[src/rtl/ones_pkg.sv]
// Shared types and sizes for the ones-counter / ones-pattern-builder family.
// Holds the ASM state encoding and the count saturation helper.
package ones_pkg;

    localparam int unsigned WIDTH = 8;
    localparam int unsigned CW    = $clog2(WIDTH + 1);

    typedef enum logic [1:0] {
        S_IDLE  = 2'd0,
        S_BUILD = 2'd1,
        S_DONE  = 2'd2
    } ones_state_t;

    // Requests above WIDTH clamp to a full pattern
    function automatic logic [CW-1:0] sat_count(input logic [CW-1:0] c);
        return (c > CW'(WIDTH)) ? CW'(WIDTH) : c;
    endfunction

endpackage

[src/rtl/ones_pattern_datapath.sv]
// Datapath for the pattern builder: holds the thermometer pattern and the
// count of ones still to be shifted in.
module ones_pattern_datapath
    import ones_pkg::*;
(
    input  logic             clk,
    input  logic             reset,
    input  logic             load_cnt,
    input  logic             shift_one,
    input  logic [CW-1:0]    count_in,
    output logic [WIDTH-1:0] pattern,
    output logic             remaining_zero
);

    logic [CW-1:0] remaining;

    // Load clears the pattern; each shift appends a one at the LSB
    always_ff @(posedge clk or posedge reset) begin
        if (reset) begin
            pattern   <= '0;
            remaining <= '0;
        end else if (load_cnt) begin
            pattern   <= '0;
            remaining <= sat_count(count_in);
        end else if (shift_one && (remaining != '0)) begin
            pattern   <= {pattern[WIDTH-2:0], 1'b1};
            remaining <= remaining - CW'(1);
        end
    end

    assign remaining_zero = (remaining == '0);

endmodule

[src/rtl/ones_pattern_builder.sv]
// Builds a right-aligned thermometer code holding count_in ones, one bit per
// cycle, using a start/done handshake shared with the ones counter.
module ones_pattern_builder
    import ones_pkg::*;
(
    input  logic             clk,
    input  logic             reset,
    input  logic             start,
    input  logic [CW-1:0]    count_in,
    output logic [WIDTH-1:0] pattern,
    output logic             busy,
    output logic             done
);

    ones_state_t state;
    ones_state_t state_next;
    logic        load_cnt;
    logic        shift_one;
    logic        remaining_zero;

    // State register; busy/done are registered alongside the state
    always_ff @(posedge clk or posedge reset) begin
        if (reset) begin
            state <= S_IDLE;
            busy  <= 1'b0;
            done  <= 1'b0;
        end else begin
            state <= state_next;
            busy  <= (state_next == S_BUILD);
            done  <= (state_next == S_DONE);
        end
    end

    // Next-state logic; DONE waits for start to drop before re-arming
    always_comb begin
        state_next = state;
        case (state)
            S_IDLE:  if (start)          state_next = S_BUILD;
            S_BUILD: if (remaining_zero) state_next = S_DONE;
            S_DONE:  if (!start)         state_next = S_IDLE;
            default:                     state_next = S_IDLE;
        endcase
    end

    // Datapath controls
    always_comb begin
        load_cnt  = 1'b0;
        shift_one = 1'b0;
        case (state)
            S_IDLE:  load_cnt  = 1'b1;
            S_BUILD: shift_one = !remaining_zero;
            default: ;
        endcase
    end

    ones_pattern_datapath u_datapath (
        .clk            (clk),
        .reset          (reset),
        .load_cnt       (load_cnt),
        .shift_one      (shift_one),
        .count_in       (count_in),
        .pattern        (pattern),
        .remaining_zero (remaining_zero)
    );

endmodule

[config.mk]
export PLATFORM = sky130hd
export DESIGN_NAME = ones_pattern_builder
export DESIGN_NICKNAME = d
export VERILOG_FILES = /design/src/rtl/ones_pkg.sv /design/src/rtl/ones_pattern_datapath.sv /design/src/rtl/ones_pattern_builder.sv
export SDC_FILE = /design/constraint.sdc
export NUM_CORES = 1
export LEC_CHECK = 0
export BUFFER_PORTS_ARGS = -buffer_cell sky130_fd_sc_hd__buf_4
export CORE_MARGIN = 2
export CORE_UTILIZATION = 50
export CTS_CLUSTER_SIZE = 28
export DETAILED_ROUTE_END_ITERATION = 7
export GPL_ROUTABILITY_DRIVEN = 0
export MAX_ROUTING_LAYER = met4
export PLACE_DENSITY = 0.87
export SYNTH_ARGS = -nofsm -noshare
export SYNTH_HDL_FRONTEND = slang
export SYNTH_SLANG_ARGS = --single-unit
[constraint.sdc]
create_clock -name clk -period 1.6 [get_ports clk]
set_input_delay 0.16 -clock clk [delete_from_list [all_inputs] [get_ports clk]]
set_output_delay 0.16 -clock clk [all_outputs]
set_load 0.03 [all_outputs]
# ---- Word level (Yosys, flattened, before mapping)
# Index checks and enable logic that the tools add are counted.
dict set report word_totals {
  word_cells 28
  regBits 16
  output_inout_bits 10
}
dict set report classes {
  n_reduce_logical 6
  eq_ne 4
  order_cmp 1
  n_mux 11
  add_sub_neg 1
}
# cell n
set op_table {}
lappend op_table {{8-bit two-way mux} 2}
lappend op_table {{4-bit two-way mux} 3}
lappend op_table {{2-bit two-way mux} 3}
lappend op_table {{2-bit one-hot mux with 3 select lines} 1}
lappend op_table {{2-bit by 1-bit equality test with 1-bit output (second input constant)} 2}
lappend op_table {{2-bit equality test (second input constant)} 2}
lappend op_table {{4-bit > comparator (second input constant)} 1}
lappend op_table {{4-bit zero test} 1}
lappend op_table {{4-bit nonzero test} 1}
lappend op_table {{4-bit by 1-bit subtractor with 4-bit output (second input constant)} 1}
lappend op_table {{2-bit zero test} 1}
lappend op_table {{1-bit two-way mux} 2}
lappend op_table {{2-bit nonzero test} 1}
lappend op_table {{1-bit logical AND} 1}
lappend op_table {{1-bit zero test} 1}

# ---- Longest topological paths before layout
dict set report depth {
  ltp_word 6
  ltp_mapped 6
  depth_no_buf 5
}

# ---- Cells and area by module
# A second synthesis with hierarchy kept.
dict set report unflattened {
  hier_cells 76
  area_unflattened_um2 772.0
}
# mod instances seq_area_each_um2 area_per_inst_um2 cells_per_inst
set by_module_without_submodules {}
lappend by_module_without_submodules {ones_pattern_datapath 1 300.3 611.8 61}
lappend by_module_without_submodules {ones_pattern_builder 1 100.1 160.2 15}

# ---- Worst setup path after synthesis
# OpenSTA, ideal clock, no wires.
dict set report synth_path {
  kind {flip-flop to flip-flop}
  startpoint {reg u_datapath.remaining[0]}
  endpoint {reg u_datapath.remaining[0]}
  setup_slack_ns 0.204
  path_buffers 0
  setup_ns 0.124
  arrival_time_ns 1.272
  path_stages_with_launch 6
  period_less_slack_ns 1.396
  cell_sequence {dfrtp_1 > inv_1 > ha_1 > nor3b_1 > nor4_1 > a211o_2}
}
dict set report synth_via {
  elab_chain_cells 5
  elab_cells_between_ends 9
  classes_between {add/sub (1); mux (3); reduce/logical (5)}
}
# element line_no
set synth_rtl {}
lappend synth_rtl {{start: declaration} ones_pattern_datapath.sv:15} ;# logic [CW-1:0] remaining;
lappend synth_rtl {{start signal: assignment} ones_pattern_datapath.sv:24} ;# remaining <= sat_count(count_in);
lappend synth_rtl {{start signal: assignment} ones_pattern_datapath.sv:27} ;# remaining <= remaining - CW'(1);
lappend synth_rtl {{parallel branches: the longest is 5 deep, another holds 4-bit by 1-bit subtractor with 4-bit output} n/a}
# Parallel ways; which one is timed is not known. The select of a mux whose other input is x is not followed.
# A chain may end at the register's enable or synchronous reset.

# ---- Final worst setup path
dict set report layout_path {
  startpoint {reg u_datapath.remaining[0]}
  endpoint {reg u_datapath.remaining[1]}
}
# The elaborated chain is that of the path after synthesis.

==> run summary <==
I/O pins: 17
Power Density: 1960 nW/um^2
Outcome: finished, final reports clean
Clock Latency Late Sink: 0.29 ns
Crit path time final: 1.51 ns
Initial Utilization: 0.546
Max-cap violation count: 0
CP Launch Point: u_datapath.remaining[0]
Register area share after synthesis: 0.557
Tightest Hold Check Type: primary input to flip-flop
Detail Route Antenna Nets: 0
Crit Path Max Fanout: 6
Highest Clock Rate: 661 MHz
Clock transition at path regs: 0.09 ns
IO Port Bufs: 16
Synthesized area per cell: 12.2 um^2
CTS Root Cell: clkbuf_4
Synth warnings: 0
Final Setup Violations: 0
Crit path DAT: 1.69 ns
Synth cell types: 28
Critical Path Source Type: flip-flop
Synth Area in Adders: 0.0174
Setup TNS: 0 ns
Area of the multi-input gates: 288 um^2
Stages on worst setup path: 5
Reg area: 400 um^2
Slew margin rel.: 0.605
Clock skew: 0.0101 ns
Vias: 525
DR DRC count: 0
Unrepaired setup endpoints after global routing: false
Length of the first detailed-routing pass in iterations: 4
Pins over their slew limit: 0
Worst stage delay on the critical path: 0.41 ns
Kind of critical path: flip-flop to flip-flop
Post-Synth Simple-Gate Area: 0.123
TritonCTS Buffers: 3
CTS tree: yes
Std cell rows: 13
Number of synthesized register bits: 16
CP endpoint kind: flip-flop
Slew @ Worst Pin: 0.592 ns
Final net count: 87
Worst hold stages: 2
CP top delay family: flip-flops
Hpwl dp: 936 um
Max VDD drop: 0.00133 V
Worst R2R Setup Slack: 0.09 ns
Reg-to-Reg End: u_datapath.remaining[1]
Critical-path top delay cell: dfrtp_1
Largest area contributor in the netlist: dfrtp_1
H-tree depth: 1
Die Ht: 41.9 um
Crit path buf inv count: 1
Final Hold Viols: 0
Leakage: 0.000457 uW
Xor and xnor area share after synthesis: 0
Die outline width: 41.9 um
Hold path start: start
Filler cells: 95
Clk buf depth: 2
DR vias/cell: 5.65
Sink Count: 16
Total GRT Usage: 0.167
Core Area: 1320 um^2
Hold Path Sink: busy
Pin count of the biggest net entering global routing: 17
Mapped Cells: 59
Reg2reg start: u_datapath.remaining[0]
Ant. Diodes: 0
Routed WL: 1340 um
Share of layout cells above drive strength 1: 0.359
Share of the synthesized area in the top cell type: 0.557
Worst Path Required: 1.78 ns
Synthesized net count: 67
Crit path cell chain: inv_1, ha_1, nand3b_2, o21bai_2, mux2_2
Initial antenna violation count: 0
First-pass GRT wire length: 2100 um
Total grt overflow: 0
Reg2Reg Depth: 5
Post-Syn Area: 719 um^2
WL per Instance: 14.4 um
Initial DRC Count: 18
PnR Total Power: 1760 uW
Post-synthesis compound-gate area fraction: 0.228
Vias in the first global route: 475
Post-CTS Setup Inserts: 0
Die ar.: 1760 um^2
Largest cells by area after synthesis: dfrtp_1, a22o_1, inv_1
Hold WS: 0.0876 ns
Fin crit share: 0.946
Largest family of logic cells by synthesized area: compound AO/OA/AOI/OAI gates
Layout area overhead: 25.0%
Mux contribution to synthesized area: 0.0157
==> routing by layer <==
layer | part of all wire | global-route usage | wire length (um)
met1 | 0.46 | 0.211 | 621
met2 | 0.46 | 0.244 | 624
met3 | 0.056 | 0.0783 | 75
met4 | 0.016 | 0.0387 | 22
met5 | 0 | - | 0
==> kinds of logic after synthesis <==
kind of cell             count (synthesis)
AO/OA/AOI/OAI                           20
flip-flops                              16
AND/OR/NAND/NOR                         13
buffers and inverters                    8
multiplexers                             1
adder cells (fa/ha/maj)                  1
==> final cells by class <==
cell class | instances | area share
flip-flops and latches | 16 | 0.445
multi-input cells | 35 | 0.320
repair buffers | 18 | 0.153
clock buffers | 4 | 0.0403
inverters | 5 | 0.0209
well taps | 15 | 0.0209
==> worst max-delay path by stage <==
stage / end / slack (ns)
final: u_datapath.remaining[1] / 0.09
after detailed placement: u_datapath.pattern[2] / 0.04
after floorplan: u_datapath.remaining[0] / 0.20
after CTS: u_datapath.pattern[2] / 0.02
after global placement: u_datapath.pattern[7] / 0.13
after global routing: u_datapath.remaining[1] / 0.03
==> repair_timing <==
item	in CTS	in global routing
resized for setup	0	2
hold buffers	1	0
setup endpoints to repair	0	10
hold endpoints to repair	16	0
==> cell usage after synthesis <==
| master | number |
|---|---|
| ha_1 | 1 |
| a222oi_1 | 1 |
| buf_6 | 1 |
| o41ai_1 | 1 |
| buf_2 | 1 |
| a2bb2oi_1 | 1 |
| mux2_2 | 1 |
| o21ai_0 | 3 |
| a211o_2 | 1 |
| nor2b_1 | 1 |
| o22a_1 | 1 |
| nor4b_1 | 1 |
| and2_2 | 1 |
| a21boi_0 | 2 |
| or4b_1 | 1 |
| a22o_1 | 7 |
| or3_1 | 1 |
| dfrtp_1 | 16 |
| inv_1 | 5 |
| buf_4 | 1 |
| nor2_1 | 3 |
| nor3b_1 | 1 |
| nor4_1 | 1 |
| nand2_1 | 1 |
| nor3_2 | 1 |
| a21o_1 | 2 |
| nand3b_2 | 1 |
| o21bai_2 | 1 |
==> power by group <==
group          total [uW]  internal (uW)  switching, uW
combinational         805            367            438
clock                 263            139            124
sequential            696            538            158
==> state kept, by name (all words and copies together), names as in the netlist <==
register,flops
state,2
done,1
u_datapath.pattern,8
busy,1
u_datapath.remaining,4
==> layout by cell type (no fill, tap or decap) <==
cell type,instances
buf_4,17
dfrtp_1,16
a22o_1,7
inv_1,5
nor2_1,3
o21ai_0,3
clkbuf_4,3
a21boi_0,2
a21o_1,2
nand3b_2,1
o21bai_2,1
nor3b_2,1
nor3_4,1
nor4b_1,1
nor4_1,1
a211o_2,1
or4b_1,1
mux2_2,1
nand2_1,1
a2bb2oi_1,1
nor2b_1,1
or3_1,1
and2_2,1
a222oi_1,1
o41ai_1,1
o22a_1,1
ha_1,1
clkbuf_8,1
dlygate4sd3_1,1
==> through the flow <==
stage	instance area, um^2	utilization	setup slack [ns]	cells
global placement	842	0.639	0.126	88
floorplan	719	-	0.204	59
global route	900	0.683	0.0265	93
CTS	888	0.674	0.0182	93
detailed placement	842	0.639	0.0446	88
finish	900	0.683	0.0862	93
(Power assumes the default switching activity.)
